===== config.mk =====
export PLATFORM = sky130hd
export DESIGN_NAME = shiftchain_master_flat
export DESIGN_NICKNAME = d
export VERILOG_FILES = /design/src/rtl/shiftchain_pkg.sv /design/src/rtl/shiftchain_if.sv /design/src/rtl/shiftchain_bitctr.sv /design/src/rtl/shiftchain_master.sv /design/src/flat_wrapper.sv
export SDC_FILE = /design/constraint.sdc
export NUM_CORES = 1
export LEC_CHECK = 0
export BUFFER_PORTS_ARGS = -buffer_cell sky130_fd_sc_hd__clkbuf_2
export CORE_MARGIN = 1.5
export CORE_UTILIZATION = 59
export DETAILED_ROUTE_END_ITERATION = 6
export PLACE_DENSITY = 0.85
export SYNTH_ARGS = -nofsm -noshare
export SYNTH_HDL_FRONTEND = slang
export SYNTH_HIERARCHICAL = 1
export SYNTH_SLANG_ARGS = --single-unit

===== constraint.sdc =====
create_clock -name clk -period 5.5 [get_ports clk]
set_input_delay 1.1 -clock clk [delete_from_list [all_inputs] [get_ports clk]]
set_output_delay 1.1 -clock clk [all_outputs]
set_load 0.005 [all_outputs]

===== src/rtl/shiftchain_pkg.sv =====
// Shared types and constants for the shift-chain initiator.
package shiftchain_pkg;

   localparam int N_DEFAULT = 32;

   localparam logic OP_WRITE = 1'b0;
   localparam logic OP_READ  = 1'b1;

   typedef enum logic [2:0] {
      IDLE,
      SNAP,
      SHIFT,
      LOAD,
      ECHO,
      RESP
   } state_t;

endpackage


===== src/rtl/shiftchain_if.sv =====
// Command/response handshake between the config register side and the chain initiator.
interface shiftchain_if
   import shiftchain_pkg::*;
#(
   parameter int N = N_DEFAULT
);
   logic         cmd_valid;
   logic         cmd_ready;
   logic         cmd_op;
   logic [N-1:0] cmd_wdata;
   logic         rsp_valid;
   logic         rsp_ready;
   logic [N-1:0] rsp_rdata;
   logic         rsp_err;

   modport master (
      output cmd_valid, cmd_op, cmd_wdata, rsp_ready,
      input  cmd_ready, rsp_valid, rsp_rdata, rsp_err
   );

   modport slave (
      input  cmd_valid, cmd_op, cmd_wdata, rsp_ready,
      output cmd_ready, rsp_valid, rsp_rdata, rsp_err
   );

endinterface


===== src/rtl/shiftchain_bitctr.sv =====
// Bit position counter 0..N-1 with terminal-count flag; shared by the SHIFT and ECHO phases.
module shiftchain_bitctr
   import shiftchain_pkg::*;
#(
   parameter int N = N_DEFAULT
) (
   input  logic                 clk,
   input  logic                 reset,
   input  logic                 clear,
   input  logic                 en,
   output logic [$clog2(N)-1:0] count,
   output logic                 tc
);

   localparam int CNT_W = $clog2(N);

   assign tc = (count == CNT_W'(N - 1));

   always_ff @(posedge clk) begin
      if (!reset) begin
         count <= '0;
      end else if (clear) begin
         count <= '0;
      end else if (en) begin
         count <= tc ? '0 : count + 1'b1;
      end
   end

endmodule


===== src/rtl/shiftchain_master.sv =====
// Serial config chain initiator: shifts command words in LSB-first, pulses load/read, returns the shifted-out word.
// Optional echo read-back of every WRITE is compiled in with SHIFTCHAIN_ECHO_CHECK_EN.
//
//   state | meaning
//   ------+-----------------------------------------------------------
//   IDLE  | ready for a command; chain free-shifts zeros
//   SNAP  | one cycle of chain_read, chain captures its r_read inputs
//   SHIFT | N cycles driving tx[i] (or 0) and capturing s_out into rx[i]
//   LOAD  | one cycle of chain_load, commits r_reg to chain outputs
//   ECHO  | N cycles re-shifting tx to read back what the chain holds
//   RESP  | response held until rsp_ready
module shiftchain_master
   import shiftchain_pkg::*;
#(
   parameter int N = N_DEFAULT
) (
   input  logic       clk,
   input  logic       reset,
   shiftchain_if.slave bus,
   output logic       busy,
   output logic       chain_s_in,
   output logic       chain_load,
   output logic       chain_read,
   input  logic       chain_s_out
);

   localparam int CNT_W = $clog2(N);

   state_t           state;
   state_t           state_nxt;
   logic             ready_en;
   logic             op;
   logic [N-1:0]     tx;
   logic [N-1:0]     rx;
   logic [CNT_W-1:0] bit_idx;
   logic             bit_tc;
   logic             ctr_clr;
   logic             ctr_en;
   logic             accept;
   logic             shifting;

   assign shifting = (state == SHIFT) || (state == ECHO);
   assign ctr_en   = shifting;
   assign accept   = bus.cmd_valid && bus.cmd_ready;

   shiftchain_bitctr #(.N(N)) u_bitctr (
      .clk   (clk),
      .reset (reset),
      .clear (ctr_clr),
      .en    (ctr_en),
      .count (bit_idx),
      .tc    (bit_tc)
   );

   always_ff @(posedge clk) begin
      if (!reset) begin
         state    <= IDLE;
         ready_en <= 1'b0;
         op       <= OP_WRITE;
         tx       <= '0;
         rx       <= '0;
      end else begin
         state    <= state_nxt;
         ready_en <= 1'b1;
         if (accept) begin
            op <= bus.cmd_op;
            tx <= (bus.cmd_op == OP_READ) ? '0 : bus.cmd_wdata;
         end
         if (shifting) begin
            rx[bit_idx] <= chain_s_out;
         end
      end
   end

   always_comb begin
      state_nxt = state;
      ctr_clr   = 1'b0;
      case (state)
         IDLE:  if (accept) state_nxt = (bus.cmd_op == OP_READ) ? SNAP : SHIFT;
         SNAP:  state_nxt = SHIFT;
         SHIFT: if (bit_tc) state_nxt = (op == OP_READ) ? RESP : LOAD;
`ifdef SHIFTCHAIN_ECHO_CHECK_EN
         LOAD:  state_nxt = ECHO;
         ECHO:  if (bit_tc) state_nxt = RESP;
`else
         LOAD:  state_nxt = RESP;
         ECHO:  state_nxt = IDLE;
`endif
         RESP:  if (bus.rsp_ready) state_nxt = IDLE;
         default: state_nxt = IDLE;
      endcase
      // counter restarts from bit 0 whenever a serial phase begins
      if ((state_nxt == SHIFT && state != SHIFT) || (state_nxt == ECHO && state != ECHO)) begin
         ctr_clr = 1'b1;
      end
   end

   // ready_en keeps cmd_ready low while reset is held without a path from the reset pin
   assign bus.cmd_ready = (state == IDLE) && ready_en;
   assign bus.rsp_valid = (state == RESP);
   assign bus.rsp_rdata = (state == RESP) ? rx : '0;
   assign busy          = (state != IDLE) && (state != RESP);
   assign chain_read    = (state == SNAP);
   assign chain_load    = (state == LOAD);
   assign chain_s_in    = shifting && tx[bit_idx];

`ifdef SHIFTCHAIN_ECHO_CHECK_EN
   assign bus.rsp_err = (state == RESP) && (op == OP_WRITE) && (rx != tx);
`else
   assign bus.rsp_err = 1'b0;
`endif

endmodule


===== src/flat_wrapper.sv =====
// flat-port wrapper written by rule: the top's interface ports become plain ports
module shiftchain_master_flat import shiftchain_pkg::*;
#(
   parameter int N = N_DEFAULT
)
  (clk, reset, busy, chain_s_in, chain_load, chain_read, chain_s_out, bus_cmd_valid, bus_cmd_op, bus_cmd_wdata, bus_rsp_ready, bus_cmd_ready, bus_rsp_valid, bus_rsp_rdata, bus_rsp_err);
  shiftchain_if #(.N(N)) bus_i ();
  input  logic clk;
  input  logic reset;
  output logic busy;
  output logic chain_s_in;
  output logic chain_load;
  output logic chain_read;
  input  logic chain_s_out;
  input wire logic [$bits(bus_i.cmd_valid)-1:0] bus_cmd_valid;
  input wire logic [$bits(bus_i.cmd_op)-1:0] bus_cmd_op;
  input wire logic [$bits(bus_i.cmd_wdata)-1:0] bus_cmd_wdata;
  input wire logic [$bits(bus_i.rsp_ready)-1:0] bus_rsp_ready;
  output wire logic [$bits(bus_i.cmd_ready)-1:0] bus_cmd_ready;
  output wire logic [$bits(bus_i.rsp_valid)-1:0] bus_rsp_valid;
  output wire logic [$bits(bus_i.rsp_rdata)-1:0] bus_rsp_rdata;
  output wire logic [$bits(bus_i.rsp_err)-1:0] bus_rsp_err;
  assign bus_i.cmd_valid = bus_cmd_valid;
  assign bus_i.cmd_op = bus_cmd_op;
  assign bus_i.cmd_wdata = bus_cmd_wdata;
  assign bus_i.rsp_ready = bus_rsp_ready;
  assign bus_cmd_ready = bus_i.cmd_ready;
  assign bus_rsp_valid = bus_i.rsp_valid;
  assign bus_rsp_rdata = bus_i.rsp_rdata;
  assign bus_rsp_err = bus_i.rsp_err;
  shiftchain_master #(.N(N)) u_core (.clk(clk), .reset(reset), .bus(bus_i), .busy(busy), .chain_s_in(chain_s_in), .chain_load(chain_load), .chain_read(chain_read), .chain_s_out(chain_s_out));
endmodule

Word-level counts from Yosys, hierarchy flattened
Cells that the tools add are included.

storage, ports and cells
  bits in registers = 74
  input bits = 38
  output and inout port bits = 39
  word-level logic and storage cells = 49

cells by class
  add/sub/neg operators = 1
  $lt $le $gt $ge = 2
  equality and inequality tests = 11
  mux-type cells = 16
  bitwise operators = 1
  reductions and logical operators = 12

operators with widths
  operator                                                            number
  two-way mux 32 bit                                                  2
  bitwise mux 32 bit                                                  1
  one-hot mux 3 bit (5 select lines)                                  1
  two-way mux 3 bit                                                   4
  equality test 3 x 2 -> 1 bit (second input constant)                3
  equality test 3 bit (second input constant)                         3
  logical AND 1 bit                                                   7
  < comparator 5 x 6 -> 1 bit (second input constant)                 1
  inequality test 3 bit (second input constant)                       2
  adder 5 x 1 -> 5 bit (second input constant)                        1
  binary-select mux 1 bit (select 5 bit)                              1
  demux 1 bit (select 5 bit)                                          1
  equality test 5 bit (second input constant)                         1
  greater-or-equal comparator 5 x 1 -> 1 bit (second input constant)  1
  two-way mux 5 bit                                                   1
  two-way mux 1 bit                                                   4
  equality test 3 x 1 -> 1 bit (second input constant)                1
  zero test 3 bit                                                     1
  inequality test 3 x 2 -> 1 bit (second input constant)              1
  nonzero test 3 bit                                                  1
  logical OR 1 bit                                                    2
  two-way mux 2 bit                                                   1
  OR reduction 2 bit                                                  1
  NOT 1 bit                                                           1

Longest topological paths before layout
  depth in word-level cells = 10
  depth in mapped cells = 8
  depth with buffers taken out = 7

Cells and area by module
Netlist, hierarchy kept.

modules (own cells, without submodules)
  module             times used  cells an instance  area each (um^2)  seq. area each (um^2)
  shiftchain_master  1           422                3485.8            1381.3
  shiftchain_bitctr  1           23                 255.2             100.1

Least setup slack after synthesis
No wires, ideal clock.

  kind = register to output
  from = register u_core.u_bitctr.count[0]
  to = output port chain_s_in
  arrival = 1585 ps
  data required time = 4400 ps
  slack = 2815 ps
  cell stages (with the launch flop) = 6
  path buffers = 1
  cells stage by stage = dfxtp_1 buf_4 mux4_2 a22oi_1 o32ai_1 a21o_1

between the ends
  word-level cells in the longest chain between the ends = 3

RTL lines
  what                                     line                      RTL
  start, declared                          shiftchain_bitctr.sv:11   output logic [$clog2(N)-1:0] count,
  start signal, assigned                   shiftchain_bitctr.sv:25   count <= tc ? '0 : count + 1'b1;
  binary-select mux 1 bit (select 5 bit)   shiftchain_master.sv:105  assign chain_s_in = shifting && tx[bit_idx];
  two-way mux 1 bit (implied by the code)  shiftchain_master.sv:105
  logical AND 1 bit                        shiftchain_master.sv:105
  end, declared                            flat_wrapper.sv:11        output logic chain_s_in;

Every way passes these cells. The select of a mux whose other input is x is not followed.

Worst setup path in the final report
Ends and elaborated chain as after synthesis.

==> metrics.md <==
| Metric | Value |
|---|---|
| Status | `completed` |
| Area Growth Syn to Fin | `14.5%` |
| Top FF cell, synth | `dfxtp_1` |
| Die area | `just under 7000 sq um` |
| Die X | `82.6 um` |
| Final WL | `a little under 9 mm` |
| Via/cell ratio | `between 5 and 6` |
| Routed via count | `about 3,400` |
| Count of final setup violators | `0` |
| VDD IR max | `189 uV` |
| Drc violations | `0` |
| Yosys warning count | `6` |
| Hold path depth | `2` |
| Top post-synthesis cells by count | `dfxtp_1, a21oi_1, nand2_1` |
| IO Port Bufs | `75` |
| Nets | `between 500 and 600` |
| Final period util | `roughly 64%` |
| Post-CTS Setup Bufs | `0` |
| Average size of a mapped cell | `8.41 sq um` |
| Synthesized flop and latch total | `74` |
| Top-count cell post-synth | `dfxtp_1` |
| CP max stage delay | `0.54 ns` |
| Fraction of layout cells with a size suffix above 1 | `about 22%` |
| CTS tree | `done` |
| IO Pins | `between 70 and 80` |
| 1st-pass router iterations | `5` |
| Metal3 WL | `about 530 um` |
| Cell Pwr Density | `around 280 nW/um^2` |
| Fin util | `a little under three quarters` |
| Max cap viols | `0` |
| Core area | `between 6000 and 7000 sq um` |
| Antenna violations before repair | `0` |
| Max Fclk | `between 200 and 300 MHz` |
| Met2 Routed Length | `approximately 4.2 mm` |
| Crit path required time | `approximately 4.4 ns` |
| DRT met1 WL | `around 3.8 mm` |
| Clk root buf | `clkbuf_8` |
| DRT antenna net count | `0` |
| Vias in the first global route | `about 3,000` |
| Yosys top cell by area | `dfxtp_1` |
| Worst Setup Start Kind | `flip-flop` |
| Worst-path clk slew | `0.08 ns` |
| Slew Limit Fails | `0` |
| ANT cells | `0` |
| Sequential share of the synthesized area | `around two fifths` |
| Slew headroom | `between 20% and 30%` |
| TritonCTS Buffers | `9` |
| Post-DP HPWL | `5.89 mm` |
| Cells after synthesis | `about 450` |
| Worst-skew pair later-pin latency | `roughly 0.36 ns` |
| Synth cell types | `44` |
| Area share of the largest cell type after synthesis | `roughly two fifths` |
| Overflow after GRT | `0` |
| Worst slew pin tran | `about 1.1 ns` |
| Row count | `28` |
| Largest net degree at the start of global routing | `68` |
| Initial Util | `62.1%` |
| Die Y | `between 80 and 90 um` |
| Clock sinks | `74` |
| TNS Setup | `0 ns` |
| Crit-path cells | `buf_4 > mux4_2 > a22oi_1 > o32ai_1 > a21o_1 > clkbuf_2` |
| WS Path Type | `reg2out` |
| CP max stage cell | `mux4_2` |
| First-pass GRT wire length | `13.8 mm` |
| CP endpoint kind | `primary output` |
| Tmin final | `roughly 3.5 ns` |
| CP Buf/Inv Count | `2` |
| Post-CTS Hold Buffers | `0` |
| Drt wl/cell | `about 15 um` |
| Arr. time, crit path | `2.42 ns` |
| Crit path depth | `6` |
| Worst Reg2Reg Path Length in Cells | `7` |
| CTS Buffer Depth | `2` |
| Synth area leaders | `dfxtp_1, a21oi_1, nand3b_1, and2_1, nand3_1` |
| Leakage power | `around 1.6 nW` |
| GRT Total Usage | `between 20% and 30%` |
| Fin worst setup slack | `around 2.0 ns` |
| Multi-input gate area | `2030 sq um` |
| H-tree levels | `3` |
| RSZ-0062 raised after global routing | `false` |
| CP max FO | `19` |
| Power Total | `1.20 mW` |
| Placed insts | `between 500 and 600` |
| Clk_skew | `0.00456 ns` |
| Post-synth EDFFs | `0` |
| Syn Nets | `485` |
| Initial detailed-routing violation count | `around 280` |
| Delay-heaviest family, CP | `multiplexers` |
| Final GP Congestion | `about 0.8` |
| Post_cts resized | `0` |
| Post-Place Worst Slack | `between 2 and 2.5 ns` |
| FF+latch area | `about 1500 sq um` |
| Hold Fails Final Rpt | `0` |
| Min-delay worst type | `reg2reg` |
| Post-Synthesis Cell Area | `between 3000 and 4000 sq um` |
| Uppermost layer routed | `met4` |
| Post-Layout Cell Count | `~580` |
| Fillers | `just over 500` |
| Asr flop ratio synth | `0%` |
## flip-flops by register name, summed over array words and instances (netlist names)
register	cells
u_core/rx	32
u_core/tx	32
u_core/u_bitctr/count	5
u_core/state	3
u_core/op	1
u_core/ready_en	1
## power breakdown
part	switching (mW)	total, mW	internal (mW)	leakage, nW
registers	0.0104	0.556	0.546	0.598
logic	0.0540	0.0914	0.0374	0.871
clock network	0.198	0.557	0.359	0.134
## cells in the final DEF (no fill, tap or decap), types with 2 or more instances in the layout
| master | count |
|---|---|
| nand2b_1 | 2 |
| mux2_2 | 4 |
| or3_1 | 2 |
| buf_4 | 3 |
| nand2_1 | 43 |
| clkbuf_2 | 75 |
| a221oi_1 | 2 |
| o221ai_1 | 4 |
| nand3b_1 | 34 |
| nand4_1 | 2 |
| a21oi_1 | 67 |
| nand3_1 | 36 |
| mux4_2 | 2 |
| nor4_4 | 2 |
| nor2b_1 | 5 |
| xor2_1 | 3 |
| o21ai_0 | 17 |
| ha_1 | 2 |
| and2_1 | 38 |
| nor2_1 | 12 |
| or3b_2 | 2 |
| clkbuf_8 | 10 |
| inv_1 | 4 |
| mux2i_1 | 10 |
| or4_1 | 2 |
| and4_1 | 2 |
| nor3_1 | 3 |
| bufinv_16 | 4 |
| o21a_1 | 2 |
| o21ai_1 | 16 |
| dfxtp_1 | 74 |
| xnor2_1 | 2 |
## worst register-to-register path: stages (launching register included)
cell      delay [ns]
dfxtp_1         0.69
nor4b_4         0.12
nand2_1         0.80
nor2_1          0.15
o21a_1          0.22
nand2b_4        0.14
a21o_2          0.21
nor2_1          0.11
## cells by family (layout without fill, tap and decap cells)
logic type	after synthesis	after routing	synth area share [%]
buffers and inverters	43	99	6.22
AND/OR/NAND/NOR	189	189	30.0
adder cells (fa/ha/maj)	2	2	0.669
flip-flops	74	74	39.6
multiplexers	16	16	5.08
AO/OA/AOI/OAI	114	114	16.5
other	1	1	0.100
XOR/XNOR	6	6	1.91
## layer usage
layer / up-vias / track usage (%)
met3: 23 / 5.38
met5: - / 0
li1: 1668 / -
met4: 0 / 12.7
met1: 1572 / 33.0
met2: 141 / 44.1
## area by class of cell
class	instances	share of cell area, %
Multi-Input combinational cell	328	47.3
Timing Repair Buffer	78	9.28
Inverter	5	0.438
Sequential cell	74	34.6
Clock buffer	11	3.30
Clock inverter	5	2.92
Tap cell	75	2.19
## final timing paths
check | startpoint | endpoint | slack (ns)
max | u_core/u_bitctr/count[0] | chain_s_in | 1.98
min | u_core/tx[30] | u_core/tx[30] | 0.46
max reg2reg | u_core/state[0] | u_core/u_bitctr/count[0] | 3.00
min reg2reg | u_core/tx[30] | u_core/tx[30] | 0.46
## stage by stage
stage               hold slack, ns  cell area, sq um
floorplan                    0.428              3740
global placement             0.438              4020
detailed placement           0.446              4020
CTS                          0.459              4290
global route                 0.469              4290
finish                       0.456              4290
Power figures use the tool's default switching activity.
